$ cat config.mk
export PLATFORM = sky130hd
export DESIGN_NAME = nvme_qpair_engine
export DESIGN_NICKNAME = d
export VERILOG_FILES = /design/src/rtl/nvme_qpair_engine.sv
export SDC_FILE = /design/constraint.sdc
export NUM_CORES = 1
export LEC_CHECK = 0
export ABC_AREA = 1
export CAP_MARGIN = 5
export CORE_AREA = 2 2 354 356
export CTS_BUF_LIST = sky130_fd_sc_hd__clkbuf_8
export DETAILED_ROUTE_END_ITERATION = 7
export DIE_AREA = 0 0 356 358
export SETUP_SLACK_MARGIN = 0.3
export SLEW_MARGIN = 15
export SYNTH_ARGS = -nofsm -noshare
export SYNTH_HDL_FRONTEND = slang
export SYNTH_SLANG_ARGS = --single-unit
export TNS_END_PERCENT = 50
$ cat constraint.sdc
create_clock -name clk -period 2.3 [get_ports clk]
set_clock_uncertainty 0.15 [all_clocks]
set_input_delay 0.46 -clock clk [delete_from_list [all_inputs] [get_ports clk]]
set_output_delay 0.46 -clock clk [all_outputs]
set_load 0.02 [all_outputs]
$ cat src/rtl/nvme_qpair_engine.sv
// rtl/nvme_qpair_engine.sv - NVMe I/O queue-pair engine: builds SQEs, polls CQEs by phase tag, rings doorbells
module nvme_qpair_engine #(
  parameter int unsigned DEPTH    = 16,
  parameter int unsigned QID      = 1,
  parameter int unsigned DSTRD    = 0,
  parameter int unsigned NSID     = 1,
  parameter logic [31:0] SQ_BASE  = 32'h0002_0000,
  parameter logic [31:0] CQ_BASE  = 32'h0002_0400,
  parameter logic [31:0] BUF_BASE = 32'h0000_0000
) (
  input  logic                     clk,
  input  logic                     rst,
  input  logic                     cmd_valid,
  output logic                     cmd_ready,
  input  logic                     cmd_write,
  input  logic [63:0]              cmd_lba,
  input  logic [15:0]              cmd_nlb,
  output logic                     cpl_valid,
  input  logic                     cpl_ready,
  output logic [15:0]              cpl_cid,
  output logic [14:0]              cpl_status,
  output logic [$clog2(DEPTH):0]   inflight,
  output logic                     sq_awvalid,
  input  logic                     sq_awready,
  output logic [31:0]              sq_awaddr,
  output logic                     sq_wvalid,
  input  logic                     sq_wready,
  output logic [511:0]             sq_wdata,
  input  logic                     sq_bvalid,
  output logic                     sq_bready,
  output logic                     db_awvalid,
  input  logic                     db_awready,
  output logic [31:0]              db_awaddr,
  output logic                     db_wvalid,
  input  logic                     db_wready,
  output logic [31:0]              db_wdata,
  input  logic                     db_bvalid,
  output logic                     db_bready,
  output logic                     cq_arvalid,
  input  logic                     cq_arready,
  output logic [31:0]              cq_araddr,
  input  logic                     cq_rvalid,
  output logic                     cq_rready,
  input  logic [127:0]             cq_rdata
);

  localparam int unsigned PW = $clog2(DEPTH);
  localparam int unsigned IW = PW + 1;
  localparam logic [31:0] DB_SQ_ADDR = 32'h1000 + 32'((2 * QID) * (4 << DSTRD));
  localparam logic [31:0] DB_CQ_ADDR = 32'h1000 + 32'((2 * QID + 1) * (4 << DSTRD));

  typedef enum logic [2:0] {
    IDLE, SQ_AW_W, SQ_B, SQDB, CQ_AR, CQ_R, CPL, CQDB
  } state_t;

  state_t          r_state;
  state_t          w_next;
  logic [PW-1:0]   r_sq_tail;
  logic [PW-1:0]   r_cq_head;
  logic [IW-1:0]   r_inflight;
  logic            r_phase;
  logic            r_rr;
  logic            r_write;
  logic [63:0]     r_lba;
  logic [15:0]     r_nlb;
  logic            r_aw_done;
  logic            r_w_done;
  logic            r_db_b;
  logic [15:0]     r_cpl_cid;
  logic [14:0]     r_cpl_status;

  logic            w_can_issue;
  logic            w_can_poll;
  logic            w_pick_issue;
  logic            w_pick_poll;
  logic            w_aw_done_n;
  logic            w_w_done_n;
  logic [511:0]    w_entry;
  logic            w_unused;

  // Low CQE dwords (command-specific, SQ head/ID) are not needed by this engine.
  assign w_unused = ^cq_rdata[95:0];

  // One slot is kept empty, so issue stops at DEPTH-1 outstanding.
  assign w_can_issue  = cmd_valid & (r_inflight < IW'(DEPTH - 1));
  assign w_can_poll   = (r_inflight != '0);
  assign w_pick_issue = w_can_issue & (~w_can_poll | ~r_rr);
  assign w_pick_poll  = w_can_poll & (~w_can_issue | r_rr);

  // Address/data handshakes complete independently; remember which one is done.
  assign w_aw_done_n = r_aw_done | (sq_awvalid & sq_awready) | (db_awvalid & db_awready);
  assign w_w_done_n  = r_w_done | (sq_wvalid & sq_wready) | (db_wvalid & db_wready);

  // Submission queue entry assembled from the latched command and the current tail slot.
  always_comb begin
    w_entry          = '0;
    w_entry[7:0]     = r_write ? 8'h01 : 8'h02;
    w_entry[31:16]   = 16'(r_sq_tail);
    w_entry[63:32]   = 32'(NSID);
    w_entry[255:192] = {32'h0, BUF_BASE + (32'(r_sq_tail) << 12)};
    w_entry[383:320] = r_lba;
    w_entry[399:384] = r_nlb;
  end

  // Next-state and handshake outputs; address/data outputs read 0 outside their state.
  always_comb begin
    w_next     = r_state;
    cmd_ready  = 1'b0;
    sq_awvalid = 1'b0;
    sq_wvalid  = 1'b0;
    sq_bready  = 1'b0;
    db_awvalid = 1'b0;
    db_wvalid  = 1'b0;
    db_bready  = 1'b0;
    cq_arvalid = 1'b0;
    cq_rready  = 1'b0;
    cpl_valid  = 1'b0;
    sq_awaddr  = '0;
    sq_wdata   = '0;
    db_awaddr  = '0;
    db_wdata   = '0;
    cq_araddr  = '0;
    case (r_state)
      IDLE: begin
        if (w_pick_issue) begin
          cmd_ready = ~rst;
          w_next    = SQ_AW_W;
        end else if (w_pick_poll) begin
          w_next = CQ_AR;
        end
      end
      SQ_AW_W: begin
        sq_awvalid = ~r_aw_done;
        sq_wvalid  = ~r_w_done;
        sq_awaddr  = SQ_BASE + (32'(r_sq_tail) << 6);
        sq_wdata   = w_entry;
        if ((r_aw_done | sq_awready) & (r_w_done | sq_wready)) w_next = SQ_B;
      end
      SQ_B: begin
        sq_bready = 1'b1;
        if (sq_bvalid) w_next = SQDB;
      end
      SQDB, CQDB: begin
        db_awaddr = (r_state == SQDB) ? DB_SQ_ADDR : DB_CQ_ADDR;
        db_wdata  = (r_state == SQDB) ? 32'(r_sq_tail) : 32'(r_cq_head);
        if (!r_db_b) begin
          db_awvalid = ~r_aw_done;
          db_wvalid  = ~r_w_done;
        end else begin
          db_bready = 1'b1;
          if (db_bvalid) w_next = IDLE;
        end
      end
      CQ_AR: begin
        cq_arvalid = 1'b1;
        cq_araddr  = CQ_BASE + (32'(r_cq_head) << 4);
        if (cq_arready) w_next = CQ_R;
      end
      CQ_R: begin
        cq_rready = 1'b1;
        if (cq_rvalid) w_next = (cq_rdata[112] == r_phase) ? CPL : IDLE;
      end
      CPL: begin
        cpl_valid = 1'b1;
        if (cpl_ready) w_next = CQDB;
      end
      default: w_next = IDLE;
    endcase
  end

  // State, pointers, phase and latched command/completion fields.
  always_ff @(posedge clk) begin
    if (rst) begin
      r_state      <= IDLE;
      r_sq_tail    <= '0;
      r_cq_head    <= '0;
      r_inflight   <= '0;
      r_phase      <= 1'b1;
      r_rr         <= 1'b0;
      r_write      <= 1'b0;
      r_lba        <= '0;
      r_nlb        <= '0;
      r_aw_done    <= 1'b0;
      r_w_done     <= 1'b0;
      r_db_b       <= 1'b0;
      r_cpl_cid    <= '0;
      r_cpl_status <= '0;
    end else begin
      r_state <= w_next;
      case (r_state)
        IDLE: begin
          if (w_can_issue & w_can_poll) r_rr <= ~r_rr;
          if (cmd_ready) begin
            r_write <= cmd_write;
            r_lba   <= cmd_lba;
            r_nlb   <= cmd_nlb;
          end
        end
        SQ_AW_W: begin
          if (w_next != SQ_AW_W) begin
            r_aw_done <= 1'b0;
            r_w_done  <= 1'b0;
          end else begin
            r_aw_done <= w_aw_done_n;
            r_w_done  <= w_w_done_n;
          end
        end
        SQ_B: begin
          if (sq_bvalid) begin
            r_sq_tail  <= r_sq_tail + PW'(1);
            r_inflight <= r_inflight + IW'(1);
          end
        end
        SQDB, CQDB: begin
          if (!r_db_b) begin
            if (w_aw_done_n & w_w_done_n) begin
              r_db_b    <= 1'b1;
              r_aw_done <= 1'b0;
              r_w_done  <= 1'b0;
            end else begin
              r_aw_done <= w_aw_done_n;
              r_w_done  <= w_w_done_n;
            end
          end else if (db_bvalid) begin
            r_db_b <= 1'b0;
          end
        end
        CQ_R: begin
          if (cq_rvalid && (cq_rdata[112] == r_phase)) begin
            r_cpl_cid    <= cq_rdata[111:96];
            r_cpl_status <= cq_rdata[127:113];
          end
        end
        CPL: begin
          if (cpl_ready) begin
            r_cq_head  <= r_cq_head + PW'(1);
            r_inflight <= r_inflight - IW'(1);
            if (r_cq_head == PW'(DEPTH - 1)) r_phase <= ~r_phase;
          end
        end
        default: ;
      endcase
    end
  end

  assign cpl_cid    = r_cpl_cid;
  assign cpl_status = r_cpl_status;
  assign inflight   = r_inflight;

endmodule

==> summary.txt, run 1 <==
STA
  – Slew HR: 59.6%
  – Fmax: 370 MHz
  – Final min period: 2.70 ns
  – Final worst setup slack: -0.399 ns
  – Final Hold Fails: 0
  – Fin crit share: 117%
  – Final setup vio count: 117
  – Worst-Margin Slew: 0.606 ns
  – Final slew viol count: 0
  – RSZ-0062 raised after global routing: true

Final layout
  – Synth-to-Final Area Change: 63.2%
  – Reg area: 0.00267 sq mm
  – Multi-input logic area: 0.00528 sq mm
  – Fillers: 14132
  – Finished Core Util: 12.8%
  – Final Net Count: 1922
  – Layout cells sized above 1: 27.1%

Yosys
  – #FFs+latches synth: 133
  – Compound-gate portion of the synthesized area: 12.1%
  – Post-synth top cells: buf_4 (545), nor2_1 (179), dfxtp_1 (133)
  – Ys flop type: dfxtp_1
  – Simple-Gate Fraction of Synth Area: 10.6%
  – Register area share after synthesis: 27.4%
  – YS warnings: 0
  – Most frequent cell after synthesis: buf_4
  – Post-synth top area cell: buf_4
  – Post-synthesis mux area share: 0%
  – Adder-cell share of the synthesized area: 0.851%
  – Synthesized instance count: 1336
  – Synth top area share: 42.2%
  – Most area-consuming cells after synthesis: buf_4 (42%), dfxtp_1 (27%), nor2_1 (6.9%)
  – Mean Syn Cell Area: 7.26 sq um
  – Combinational family with the most area after synthesis: buffers and inverters
  – Xor/xnor share of the synthesized area: 0.271%
  – Distinct cell type count after synthesis: 31
  – Syn Std Cell Area: 0.00970 sq mm
  – Post-synth EDFFs: 0
  – Synth async-reset ratio: 0%

Setup path
  – CP Capture Type: output pin
  – Worst-path fanout max: 4
  – Critical path class: reg2out
  – Required @ worst endpoint: 1.69 ns
  – Worst EP arrival: 2.09 ns
  – Startpoint Class: flop

Drt
  – Initial DRC count: 236
  – Mean number of vias per cell: 2.43
  – Total iterations of the first detailed-routing run: 4
  – Wire per inst: 13.2 microns
  – Detailed-route wire length: 44100 microns
  – Via count: 8121
  – DRC errors left: 0
  – ANT nets after route: 0

Pwr
  – Pwr Density: 566 mW/mm^2
  – Pleak: 6.96 nW
  – Peak supply drop: 0.616 mV

Outcome
  – Failing checks: setup timing
  – Status: finished, violations left

Placement
  – Detailed Place HPWL: 31500 microns
  – PortBufs: 279
  – Final RePlAce weighted congestion: 0.683
  – Placement Setup Slack: -0.615 ns

Flow run
  – Number of max-cap violations: 0

Clocking
  – Root Driver: clkbuf_8
  – Clk buf depth: 2
  – Clk Latency, worst-skew pair: 0.61 ns
  – Worst-path clk slew: 0.10 ns
  – H-tree levels: 4
  – Clock sinks: 133
  – Total CTS buffers: 17
  – CTS tree: built

Floorplan
  – Die Wd: 356 microns
  – Die H: 358 microns
  – # IOs: 907
  – Die area: 0.127 sq mm
  – Std-Cell Rows: 129
  – Core area: 0.123 sq mm
  – Initial core utilization: 7.87%

Global route
  – Initial antenna violation count: 30
  – Gr usage total: 6.49%
  – Vias in the first global route: 6861
  – Largest net degree at the start of global routing: 80
  – Grt total ovfl: 0
  – First-pass GRT wire length: 54200 microns

Hold path
  – Worst Hold Class: in2reg
worst paths after layout:
kind | startpoint | endpoint | slack, ns | cells after the start
hold / removal | cq_rdata[127] | cpl_status[14]$_SDFFE_PP0P_ | 0.29 | 3
setup / recovery | r_state[0]$_SDFF_PP0_ | db_wdata[1] | -0.40 | 9
setup reg to reg | r_state[0]$_SDFF_PP0_ | inflight[4]$_SDFFE_PP0P_ | -0.10 | 14
hold reg to reg | r_cq_head[3]$_SDFFE_PP0P_ | r_cq_head[3]$_SDFFE_PP0P_ | 0.35 | 1
logic make-up after synthesis:
group / after synthesis
other cells: 1
fa+ha+maj: 6
flops: 133
xor+xnor: 3
buf+inv: 710
compound gates: 233
simple gates: 250
through the flow:
step | setup TNS [ns] | power, mW | instance area, sq um | hold WS [ns] | std cells
finish | -25.77 | 8.96 | 15800 | 0.291 | 3346
global route | -46.59 | 9.58 | 15800 | 0.209 | 3345
CTS | -41.61 | 8.99 | 15000 | 0.142 | 3318
detailed placement | -17.66 | 5.25 | 13000 | 0.299 | 3242
global placement | -19.42 | 5.24 | 13000 | 0.293 | 3242
floorplan | 0 | 4.89 | 11700 | 0.284 | 1866
flip-flops by register name, indices dropped and copies added (netlist names):
| register | cells |
|---|---|
| r_aw_done | 1 |
| r_w_done | 1 |
| r_nlb | 16 |
| r_db_b | 1 |
| r_state | 3 |
| r_sq_tail | 4 |
| r_lba | 64 |
| r_phase | 1 |
| r_rr | 1 |
| r_cq_head | 4 |
| cpl_status | 15 |
| r_write | 1 |
| inflight | 5 |
| cpl_cid | 16 |
cell type report:
class	count	share of cell area (%)
Antenna cell	1	0.0158
Clock buffer	18	1.56
Clock inverter	14	0.798
Sequential cell	133	16.9
Tap cell	1637	12.9
Inverter	119	3.03
Multi-Input combinational cell	1023	33.4
Timing Repair Buffer	401	31.4
per-layer routing:
layer | up-vias | track usage (%) | routed length, microns
li1 | 3786 | - | -
met1 | 3751 | 7.54 | 17800
met2 | 495 | 10.1 | 20900
met3 | 59 | 3.47 | 4570
met4 | 30 | 2.24 | 652
met5 | - | 0 | 180
layout by cell type, fill, tap and decap left out, types with 4 or more instances in the layout:
| master | synthesis | final |
|---|---|---|
| buf_16 | 0 | 16 |
| dfxtp_1 | 133 | 127 |
| clkbuf_8 | 0 | 18 |
| nand3_1 | 10 | 9 |
| buf_4 | 545 | 45 |
| o21ai_0 | 117 | 108 |
| nor2_2 | 3 | 16 |
| o22ai_2 | 0 | 4 |
| nor2_1 | 179 | 60 |
| buf_8 | 0 | 7 |
| buf_12 | 0 | 51 |
| conb_1 | 1 | 531 |
| inv_1 | 112 | 101 |
| a21oi_1 | 103 | 88 |
| dfxtp_2 | 0 | 5 |
| inv_2 | 6 | 13 |
| clkinvlp_4 | 0 | 6 |
| clkdlybuf4s50_1 | 0 | 124 |
| a21oi_2 | 0 | 15 |
| dlymetal6s2s_1 | 0 | 31 |
| nand2_1 | 46 | 43 |
| buf_6 | 0 | 122 |
| ha_1 | 5 | 4 |
| o21ai_1 | 8 | 10 |
| nor2_4 | 1 | 107 |
| o21ai_2 | 0 | 7 |
worst max-delay path, stage by stage, from the launching register on:
cell and delay (ns):
dfxtp_2 0.35, buf_6 0.12, buf_6 0.10, nand2_4 0.06, nor2_4 0.08, buf_6 0.15
clkinvlp_4 0.21, o22ai_2 0.17, buf_4 0.15, buf_12 0.10
power breakdown:
part / switching [mW] / leakage, nW / internal (mW)
registers: 0.0610 / 1.09 / 2.50
logic: 2.58 / 5.70 / 1.66
clock network: 1.28 / 0.178 / 0.885
what timing repair did:
action,in CTS,in global routing
setup endpoints to repair,271,270
pin swaps,10,24
resized for setup,727,163
hold buffers,0,0
setup buffers,32,24
gates cloned,12,3
Power figures use the tool's default switching activity.
==> inputs of run 2 (changes only) <==
- SKIP_CTS_REPAIR_TIMING: default -> 1
==> run 2 against run 1 <==
  * The run still ends with setup timing left
  * Utilization fell by 0.61 points
  * Critical path type unchanged
  * Via count fell by 0.79%
  * Flip-flop and latch count did not move
==> summary.txt, run 2 (synthesized netlist as in run 1, its figures left out) <==
Drt
  – Wire per inst: 13.7 microns
  – Total iterations of the first detailed-routing run: 4
  – Via count: 8057
  – ANT nets after route: 0
  – Initial DRC count: 240
  – Mean number of vias per cell: 2.42
  – Detailed-route wire length: 45600 microns
  – DRC errors left: 0

Final layout
  – Most common cell after layout, fill and taps aside: conb_1
  – Number of flip-flops in the largest register: 64
  – Fillers: 14226
  – Commonest non-fill, non-tap cells in the layout: conb_1 (531), clkdlybuf4s50_1 (160), dfxtp_1 (129)
  – Final Net Count: 1905
  – Synth-to-Final Area Change: 55.4%
  – Layout Cells excl Fill: 3335
  – Layout cells sized above 1: 22.5%
  – Reg with most FFs: r_lba

STA
  – Final min period: 2.77 ns
  – RSZ-0062 raised after global routing: true
  – Final slew viol count: 0
  – Final setup vio count: 113
  – Fin crit share: 120%
  – Final Hold Fails: 0
  – Total negative slack: -27.85 ns
  – Slew HR: 57.0%
  – Final worst setup slack: -0.466 ns
  – Worst-Margin Slew: 0.644 ns
  – Fmax: 361 MHz

Floorplan
  – Die area: 0.127 sq mm
  – Core area: 0.123 sq mm
  – Std-Cell Rows: 129
  – Die Wd: 356 microns
  – # IOs: 907
  – Initial core utilization: 7.87%
  – Die H: 358 microns

Setup path
  – Critical path class: reg2out
  – Critical path origin: r_state[0]$_SDFF_PP0_
  – Reg2reg start: r_state[1]$_SDFF_PP0_
  – Worst EP arrival: 2.16 ns
  – Required @ worst endpoint: 1.69 ns
  – Startpoint Class: flop
  – Worst-path fanout max: 5
  – CP Capture Type: output pin
  – Reg2Reg Depth: 12

Clocking
  – Clock sinks: 133
  – Clk buf depth: 2
  – Worst-path clk slew: 0.10 ns
  – CTS tree: built
  – H-tree levels: 4
  – Root Driver: clkbuf_8
  – Clk Latency, worst-skew pair: 0.61 ns
  – Total CTS buffers: 17

Outcome
  – Status: finished, violations left
  – Failing checks: setup timing

Hold path
  – Worst hold path startpoint: cq_rdata[127]
  – Worst Hold Depth: 3
  – Worst Hold Class: in2reg

Global route
  – Grt total ovfl: 0
  – Vias in the first global route: 6457
  – Largest net degree at the start of global routing: 80
  – Initial antenna violation count: 30
  – First-pass GRT wire length: 48500 microns
  – Gr usage total: 5.76%

Placement
  – Detailed Place HPWL: 31500 microns
  – Final RePlAce weighted congestion: 0.683
  – Dpl cells: 3242
  – Placement Setup Slack: -0.615 ns
  – PortBufs: 279

Pwr
  – Pleak: 6.23 nW
  – Peak supply drop: 0.589 mV
  – Pwr Density: 577 mW/mm^2

Flow run
  – Number of max-cap violations: 0
==> run 2: worst max-delay path, cell delays in order, from the launching register on <==
cell and delay [ns]:
dfxtp_2 0.35, buf_6 0.12, buf_6 0.11, nand2_8 0.06
nor2_4 0.08, buf_6 0.14, clkinvlp_4 0.25, o22ai_2 0.21
buf_4 0.15, buf_12 0.10
==> run 2: final cells by class <==
cell class,instances,area (sq um),area share [%]
sequential,133,2670,17.7
clock inverter,14,126,0.838
antenna,7,17.5,0.116
inverter,119,465,3.09
tap,1637,2050,13.6
clock buffer,18,248,1.64
timing repair buffer,384,4510,29.9
multi-input combinational,1023,4990,33.1
==> run 2: metrics by stage <==
step	power, mW	utilization, %	instance area (sq um)	hold slack [ns]
after CTS	7.64	10.9	13400	0.142
final	8.69	12.2	15100	0.294
after floorplan	4.89	-	11700	0.284
after detailed placement	5.25	10.6	13000	0.299
after global routing	9.31	12.2	15100	0.211
after global placement	5.24	10.6	13000	0.293
==> run 2: final timing paths <==
check | to | slack (ns)
setup / recovery | db_wdata[1] | -0.47
hold / removal | cpl_status[14]$_SDFFE_PP0P_ | 0.29
setup reg to reg | inflight[4]$_SDFFE_PP0P_ | 0
hold reg to reg | r_lba[8]$_SDFFE_PP0P_ | 0.31
==> run 2: metal layers <==
| layer | global-route usage [%] | vias to the layer above | part of all wire (%) |
|---|---|---|---|
| li1 | - | 3766 | - |
| met2 | 8.71 | 508 | 45 |
| met1 | 6.52 | 3696 | 41 |
| met4 | 2.36 | 26 | 1.7 |
| met5 | 0 | - | 0.34 |
| met3 | 3.46 | 61 | 12 |
==> run 2: report_power, final <==
part / internal [mW] / leakage, nW / switching [mW]
sequential: 2.49 / 1.09 / 0.0585
clock: 0.885 / 0.178 / 1.27
combinational: 1.46 / 4.97 / 2.52
